File: src/rtl/ram_port_sequencer.sv
// ram_port_sequencer
//
// Valid/ready front end for one read-write port of a true dual-port RAM with
// a registered (one-cycle) read. Each accepted request becomes a single-cycle
// RAM access. Read data is captured into a 2-entry response queue, so
// downstream backpressure never drops a read that is already in flight.
//
// Optional feature macro: RAM_PORT_SEQUENCER_CLEAR_EN
//   defined   : after reset a CLEAR phase writes zero to every RAM word through
//               this port (DEPTH cycles, busy=1), then the block enters RUN.
//   undefined : reset goes straight to RUN, busy is tied low, and RAM contents
//               after reset are whatever the RAM holds.
//
// Ports
//   clock               port clock, all logic on the rising edge
//   resetn              asynchronous active-low reset
//   request_valid       request present
//   request_ready       request accepted when valid & ready at a rising edge
//   request_write       1 = write, 0 = read
//   request_address     word address (values >= DEPTH are not supported)
//   request_write_data  write data
//   response_valid      read data available at the queue head
//   response_ready      consumer takes the response when valid & ready
//   response_read_data  read data, in request order (0 when not valid)
//   ram_access_enable   to RAM port access enable
//   ram_write           to RAM port write select
//   ram_address         to RAM port address
//   ram_write_data      to RAM port write data
//   ram_read_data       from RAM port read data (registered, 1-cycle latency)
//   busy                clear sequence in progress

module ram_port_sequencer #(
    parameter int WIDTH         = 8,
    parameter int DEPTH         = 16,
    parameter int ADDRESS_WIDTH = (DEPTH > 1) ? $clog2(DEPTH) : 1
) (
    input  logic                     clock,
    input  logic                     resetn,
    input  logic                     request_valid,
    output logic                     request_ready,
    input  logic                     request_write,
    input  logic [ADDRESS_WIDTH-1:0] request_address,
    input  logic [WIDTH-1:0]         request_write_data,
    output logic                     response_valid,
    input  logic                     response_ready,
    output logic [WIDTH-1:0]         response_read_data,
    output logic                     ram_access_enable,
    output logic                     ram_write,
    output logic [ADDRESS_WIDTH-1:0] ram_address,
    output logic [WIDTH-1:0]         ram_write_data,
    input  logic [WIDTH-1:0]         ram_read_data,
    output logic                     busy
);

    typedef enum logic {
        ST_CLEAR = 1'b0,
        ST_RUN   = 1'b1
    } state_t;

    state_t state;
    state_t state_next;

    // Read accepted at the previous edge; its data is on ram_read_data now.
    logic read_vld_p1;

    // Response queue: two entries, head at rd_ptr, next free slot at wr_ptr.
    logic [WIDTH-1:0] fifo_data_p2 [2];
    logic             fifo_wr_ptr_p2;
    logic             fifo_rd_ptr_p2;
    logic [1:0]       fifo_count_p2;

    logic       push;
    logic       pop;
    logic       read_accept;
    logic       read_room;
    logic [1:0] occupancy;

`ifdef RAM_PORT_SEQUENCER_CLEAR_EN
    localparam state_t RESET_STATE = ST_CLEAR;
    localparam logic [ADDRESS_WIDTH-1:0] LAST_ADDRESS = ADDRESS_WIDTH'(DEPTH - 1);

    logic [ADDRESS_WIDTH-1:0] clear_address;
    logic                     clear_last;

    assign clear_last = (clear_address == LAST_ADDRESS);

    always_ff @(posedge clock or negedge resetn) begin
        if (!resetn) begin
            clear_address <= '0;
        end else if (state == ST_CLEAR) begin
            clear_address <= clear_address + ADDRESS_WIDTH'(1);
        end
    end
`else
    localparam state_t RESET_STATE = ST_RUN;
`endif

    always_ff @(posedge clock or negedge resetn) begin
        if (!resetn) begin
            state <= RESET_STATE;
        end else begin
            state <= state_next;
        end
    end

    // Slots a new read would need once this edge settles: entries already
    // queued plus the read landing now, minus the entry leaving now. The
    // invariant count + in-flight <= 2 keeps this from wrapping.
    assign pop       = response_valid & response_ready;
    assign push      = read_vld_p1;
    assign occupancy = fifo_count_p2 + {1'b0, read_vld_p1} - {1'b0, pop};
    assign read_room = ~occupancy[1];

    always_comb begin
        state_next        = state;
        busy              = 1'b0;
        request_ready     = 1'b0;
        ram_access_enable = 1'b0;
        ram_write         = 1'b0;
        ram_address       = '0;
        ram_write_data    = '0;
        case (state)
            ST_CLEAR: begin
`ifdef RAM_PORT_SEQUENCER_CLEAR_EN
                busy = 1'b1;
                // Held off while reset is asserted so no write escapes then.
                ram_access_enable = resetn;
                ram_write         = 1'b1;
                ram_address       = clear_address;
                if (clear_last) begin
                    state_next = ST_RUN;
                end
`else
                state_next = ST_RUN;
`endif
            end
            ST_RUN: begin
                // Writes never touch the queue, so they are always taken.
                request_ready     = request_write | read_room;
                ram_access_enable = request_valid & request_ready & resetn;
                ram_write         = request_write;
                ram_address       = request_address;
                ram_write_data    = request_write_data;
            end
        endcase
    end

    assign read_accept = ram_access_enable & ~ram_write;

    // ---- stage p1: read issued to RAM, data returns after this edge ----
    always_ff @(posedge clock or negedge resetn) begin
        if (!resetn) begin
            read_vld_p1 <= 1'b0;
        end else begin
            read_vld_p1 <= read_accept;
        end
    end

    // ---- stage p2: RAM read data captured into the response queue ----
    always_ff @(posedge clock or negedge resetn) begin
        if (!resetn) begin
            fifo_wr_ptr_p2 <= 1'b0;
            fifo_rd_ptr_p2 <= 1'b0;
            fifo_count_p2  <= 2'd0;
        end else begin
            if (push) begin
                fifo_wr_ptr_p2 <= ~fifo_wr_ptr_p2;
            end
            if (pop) begin
                fifo_rd_ptr_p2 <= ~fifo_rd_ptr_p2;
            end
            fifo_count_p2 <= fifo_count_p2 + {1'b0, push} - {1'b0, pop};
        end
    end

    always_ff @(posedge clock) begin
        if (push) begin
            fifo_data_p2[fifo_wr_ptr_p2] <= ram_read_data;
        end
    end

    // Storage is not reset; masking the head keeps the output at zero
    // whenever nothing valid is presented.
    assign response_valid     = (fifo_count_p2 != 2'd0);
    assign response_read_data = response_valid ? fifo_data_p2[fifo_rd_ptr_p2] : '0;

endmodule

File: config.mk
export PLATFORM = sky130hd
export DESIGN_NAME = ram_port_sequencer
export DESIGN_NICKNAME = d
export VERILOG_FILES = /design/src/rtl/ram_port_sequencer.sv
export SDC_FILE = /design/constraint.sdc
export NUM_CORES = 1
export LEC_CHECK = 0
export CELL_PAD_IN_SITES_DETAIL_PLACEMENT = 2
export CELL_PAD_IN_SITES_GLOBAL_PLACEMENT = 2
export CORE_UTILIZATION = 25
export CTS_BUF_LIST = sky130_fd_sc_hd__clkbuf_8 sky130_fd_sc_hd__clkbuf_16
export CTS_CLUSTER_SIZE = 28
export DETAILED_ROUTE_END_ITERATION = 7
export PLACE_DENSITY_LB_ADDON = 0.1
export SLEW_MARGIN = 40
export SYNTH_ARGS = -nofsm -noshare
export SYNTH_HDL_FRONTEND = slang
export SYNTH_SLANG_ARGS = --single-unit
File: constraint.sdc
create_clock -name clock -period 7.9 [get_ports clock]
set_clock_uncertainty 0.1 [all_clocks]
set_input_delay 2.37 -clock clock [delete_from_list [all_inputs] [get_ports clock]]
set_output_delay 2.37 -clock clock [all_outputs]
set_load 0.02 [all_outputs]
# Yosys cells after proc, flatten, opt, wreduce, memory -nomap -nowiden
# Memories as Yosys holds them, arrays and structs flattened.
# Cells that the tools add are included.
[totals] latchBits=0 n_memories=1 register_bits=5 rom_bits=0 inputBits=25 out_inout_bits=25 mem_bits_rw=16 wordCells=20
[op_classes] muxes=3 shifts=0 n_addsub=2 order_cmp=0 div_mod_pow=0 n_reduce_logical=1 mul=0 eq_ne=0 bitwise=9
[memory_table] name="fifo_data_p2" depth=2 word_bits=8 read_ports=1 rd_clocked_by_memory_dff=0 write_ports=1 line="67" rtl="logic [WIDTH-1:0] fifo_data_p2 [2];"
[ops] op="$mux 8" n=1
[ops] op="$and 1x1->1" n=4
[ops] op="$not 1->1" n=4
[ops] op="$add 2x1->2" n=1
[ops] op="$mux 1" n=2
[ops] op="$reduce_bool 2->1" n=1
[ops] op="$sub 2x1->2" n=1
[ops] op="$or 1x1->1" n=1

# Logic depth before layout (Yosys ltp)
# Gate-level depths: netlist (run 1).
[logic_depth] depth_word=8 ltp_mapped=7 ltp_nobuf=7

# Worst setup path after synthesis (run 1)
# OpenSTA, ideal clock, no wires.
[synth_path] kind="input port to output port" startpoint="in response_ready" endpoint="out ram_access_enable" arrival_ns=3.653 n_path_buf=0 t_required_ns=5.430 cell_stages=7 slack_ns=1.777 cell_sequence="o21ai_0 inv_1 ha_1 inv_1 ha_1 xor3_2 a21oi_1"
[synth_between] elab_chain_cells=6
[synth_lines] element="from (decl)" line="45" rtl="input logic response_ready,"
[synth_lines] element="$and 1x1->1" line="109" rtl="assign pop = response_valid & response_ready;"
[synth_lines] element="named net pop" line="73" rtl="logic pop;"
[synth_lines] element="$sub 2x1->2" line="111" rtl="assign occupancy = fifo_count_p2 + {1'b0, read_vld_p1} - {1'b0, pop};"
[synth_lines] element="named net occupancy[1]" line="76" rtl="logic [1:0] occupancy;"
[synth_lines] element="$not 1->1" line="112" rtl="assign read_room = ~occupancy[1];"
[synth_lines] element="$or 1x1->1" line="139" rtl="request_ready = request_write | read_room;"
[synth_lines] element="$and 1x1->1 (2 in series)" line="140" rtl="ram_access_enable = request_valid & request_ready & resetn;"
[synth_lines] element="to (decl)" line="47" rtl="output logic ram_access_enable,"
# The timed path passes the listed nets, and every way through them passes these cells.

# Worst setup path in the final report (run 1)
# Same ends and word-level chain as after synthesis.

==> results.sh, run 1 <==
export IMPL_place_congestion=0.616
export IMPL_wl_um=1820
export IMPL_dp_cells=128
export IMPL_final_antenna_net_count=0
export IMPL_min_period_over_period=0.884
export IMPL_io_buffer_count=24
export IMPL_clk_transition_reported_paths_ns=0.07
export IMPL_clk_latency_ns=0.25
export IMPL_nets=112
export IMPL_p_comb_frac=0.437
export IMPL_dr_pass1_iters=1
export IMPL_crit_end="ram_access_enable"
export IMPL_worstMarginPinSlew_ns=0.733
export IMPL_switchingPower_mw=0.142
export IMPL_setup_viol=0
export IMPL_synthFlopType="edfxtp_1"
export IMPL_syn_instance_count=71
export IMPL_yosysSeqAreaShare=0.633
export IMPL_leakage_nw=0.470
export IMPL_cts_root_buffer="clkbuf_8"
export IMPL_switching_share=0.350
export IMPL_critPathKind="in -> out"
export IMPL_finalNonFillerCells=132
export IMPL_start_util=0.261
export IMPL_viasPerCell=4.02
export IMPL_cts_setup_buffers=0
export IMPL_synth_seq_cells=21
export IMPL_grt_pass1_wl_um=3000
export IMPL_die_h_um=63.9
export IMPL_p_int_mw=0.263
export IMPL_tritoncts="built"
export IMPL_drv_cap=0
export IMPL_clock_sinks=21
export IMPL_cts_resized=0
export IMPL_maxSlewHeadroom=0.510
export IMPL_synth_area_per_cell_um2=13.5
export IMPL_reg2reg_to="push"
export IMPL_power_mw=0.405
export IMPL_arrival_ns=4.51
export IMPL_irDropWorstVdd_mv=0.0865
export IMPL_io_pins=50
export IMPL_met3_length_um=112
export IMPL_crit_path_start_kind="input pin"
export IMPL_drc=0
export IMPL_syn_cell_area_um2=957
export IMPL_async_reset_ff_frac=0.238
export IMPL_num_antenna_cells=0
export IMPL_fin_tns_setup_ns=0
export IMPL_rsz0062_at_grt="no"
export IMPL_wl_per_cell_um=13.8
export IMPL_wl_met2_um=999
export IMPL_syn_to_final_growth_pct=24.6
export IMPL_synth_edf_count=16
export IMPL_clockPowerShare=0.167
export IMPL_cp_required_ns=5.43
export IMPL_route_vias_total=531
export IMPL_crit_path_end_kind="output pin"
export IMPL_cts_buffers=3
export IMPL_path_max_fanout=4
export IMPL_p_seq_frac=0.396
export IMPL_drt_met1_wl_um=682
export IMPL_grt_max_degree=12
export IMPL_status="completed"
export IMPL_drt_iter0_markers=0
export IMPL_synth_top_area_cell="edfxtp_1"
export IMPL_r2r_setup_slack_ns=6.05
export IMPL_final_min_clock_period_ns=6.98
export IMPL_ys_types=17
export IMPL_power_density_nw_per_um2=340
export IMPL_first_global_vias=614
export IMPL_setup_worst_path_start="response_ready"
export IMPL_synth_warnings=0
export IMPL_die_x_um=63.9
export IMPL_r2r_cells=7
export IMPL_core_area_um2=3660
export IMPL_synth_top_area_frac=0.502
export IMPL_fp_row_count=22
export IMPL_synth_area_top_cells="edfxtp_1 (50%), dfrtp_1 (13%), buf_4 (11%)"
export IMPL_dieArea_um2=4080
export IMPL_grt_usage=0.105
export IMPL_top_layer_used="met4"
export IMPL_min_path_type="reg -> reg"
export IMPL_cts_max_level=1
export IMPL_antenna_found_initial=0
export IMPL_clock_path_buffers=2
export IMPL_syn_nets=98
export IMPL_hpwlAfterDp_um=1320
export IMPL_fmax_mhz=143
export IMPL_grt_overflow=0
export IMPL_r2r_start="fifo_count_p2[1]"
export IMPL_maxSlewViolCount=0
export IMPL_hold_viol=0
export IMPL_layout_drive_gt1_share=0.0595
export IMPL_hold_buffers=0
==> sequential cells by signal, indices dropped and copies added (netlist names) <==
signal / cells
fifo_count_p2: 2
fifo_data_p2: 16
fifo_rd_ptr_p2: 1
fifo_wr_ptr_p2: 1
push: 1
==> final cells by class <==
class / instances / area, µm²
Multi-Input combinational cell: 30 / 223
Inverter: 5 / 18.8
Clock inverter: 1 / 3.75
Tap cell: 48 / 60.1
Fill cell: 397 / 2470
Sequential cell: 21 / 606
Timing Repair Buffer: 24 / 240
Clock buffer: 3 / 41.3
==> cells in the final DEF (no fill, tap or decap) <==
master           Yosys  routed
a21oi_1              1       1
nor3_2               1       1
xor2_1               1       1
xor3_2               1       1
o21ai_0              1       1
and2_1               1       1
mux2i_1              8       8
nor2_1              10      10
xnor2_1              1       1
dfrtp_1              5       5
ha_1                 2       2
clkdlybuf4s50_1      0      24
clkbuf_8             0       3
conb_1               1       1
edfxtp_1            16      16
inv_1                5       6
nand2_1              2       2
==> metrics by stage <==
stage | util | area [µm²] | hold slack, ns | setup WS [ns]
after global routing | 0.326 | 1190 | 0.417 | 0.721
final | 0.326 | 1190 | 0.396 | 0.920
after global placement | 0.313 | 1150 | 0.364 | 0.945
after CTS | 0.326 | 1190 | 0.407 | 0.878
after detailed placement | 0.313 | 1150 | 0.378 | 0.899
after floorplan | - | 957 | 0.354 | 1.78
==> cells by family (layout without fill, tap and decap cells) <==
kind of cell             count (synthesis)  after routing  share of synthesized area
buffers and inverters                   20             33                      0.135
adder cells (fa/ha/maj)                  2              2                     0.0261
multiplexers                             8              8                     0.0837
AO/OA/AOI/OAI                            2              2                     0.0104
flip-flops                              21             21                      0.633
AND/OR/NAND/NOR                         14             14                     0.0641
other                                    1              1                    0.00392
XOR/XNOR                                 3              3                     0.0444
==> worst max-delay path, cell delays in order <==
cell	delay, ns
clkdlybuf4s50_1	0.45
o21ai_0	0.12
inv_1	0.08
ha_1	0.22
inv_1	0.05
ha_1	0.14
xor3_2	0.30
a21oi_1	0.16
clkdlybuf4s50_1	0.62
==> power by group through the flow <==
stage / combinational, mW / clock [mW] / sequential [mW]
3_3_place_gp: 0.177 / 0 / 0.163
4_1_cts: 0.183 / 0.0706 / 0.162
3_5_place_dp: 0.182 / 0 / 0.164
6_report: 0.177 / 0.0675 / 0.161
2_1_floorplan: 0.124 / 0 / 0.149
5_1_grt: 0.195 / 0.0755 / 0.165
==> worst min path at each step <==
stage / from / to / cells past startpoint
5_1_grt: push / fifo_wr_ptr_p2 / 1
2_1_floorplan: fifo_wr_ptr_p2 / fifo_wr_ptr_p2 / 1
6_report: push / fifo_wr_ptr_p2 / 1
3_5_place_dp: fifo_wr_ptr_p2 / fifo_wr_ptr_p2 / 1
3_3_place_gp: push / fifo_wr_ptr_p2 / 1
4_1_cts: push / fifo_wr_ptr_p2 / 1
==> synthesized netlist by cell type (2+ instances only) <==
cell,instances
inv_1,5
nor2_1,10
mux2i_1,8
buf_4,14
ha_1,2
nand2_1,2
edfxtp_1,16
dfrtp_1,5
==> per-layer routing <==
metal  track usage  vias up
met3        0.0321        2
met1         0.104      258
met4        0.0625        0
met5             0        -
li1              -      248
met2         0.190       23
Note: power is estimated with default switching activity, not from simulation.
==> run 2, diff against run 1 <==
--- a/config.mk
+++ b/config.mk
@@ -5,11 +5,11 @@
 export SDC_FILE = /design/constraint.sdc
 export NUM_CORES = 1
 export LEC_CHECK = 0
+export CAP_MARGIN = 10
 export CELL_PAD_IN_SITES_DETAIL_PLACEMENT = 2
 export CELL_PAD_IN_SITES_GLOBAL_PLACEMENT = 2
 export CORE_UTILIZATION = 25
 export CTS_BUF_LIST = sky130_fd_sc_hd__clkbuf_8 sky130_fd_sc_hd__clkbuf_16
-export CTS_CLUSTER_SIZE = 28
 export DETAILED_ROUTE_END_ITERATION = 7
 export PLACE_DENSITY_LB_ADDON = 0.1
 export SLEW_MARGIN = 40
==> results of run 2 <==
Final layout, timing and power as in run 1 (identical DEF).
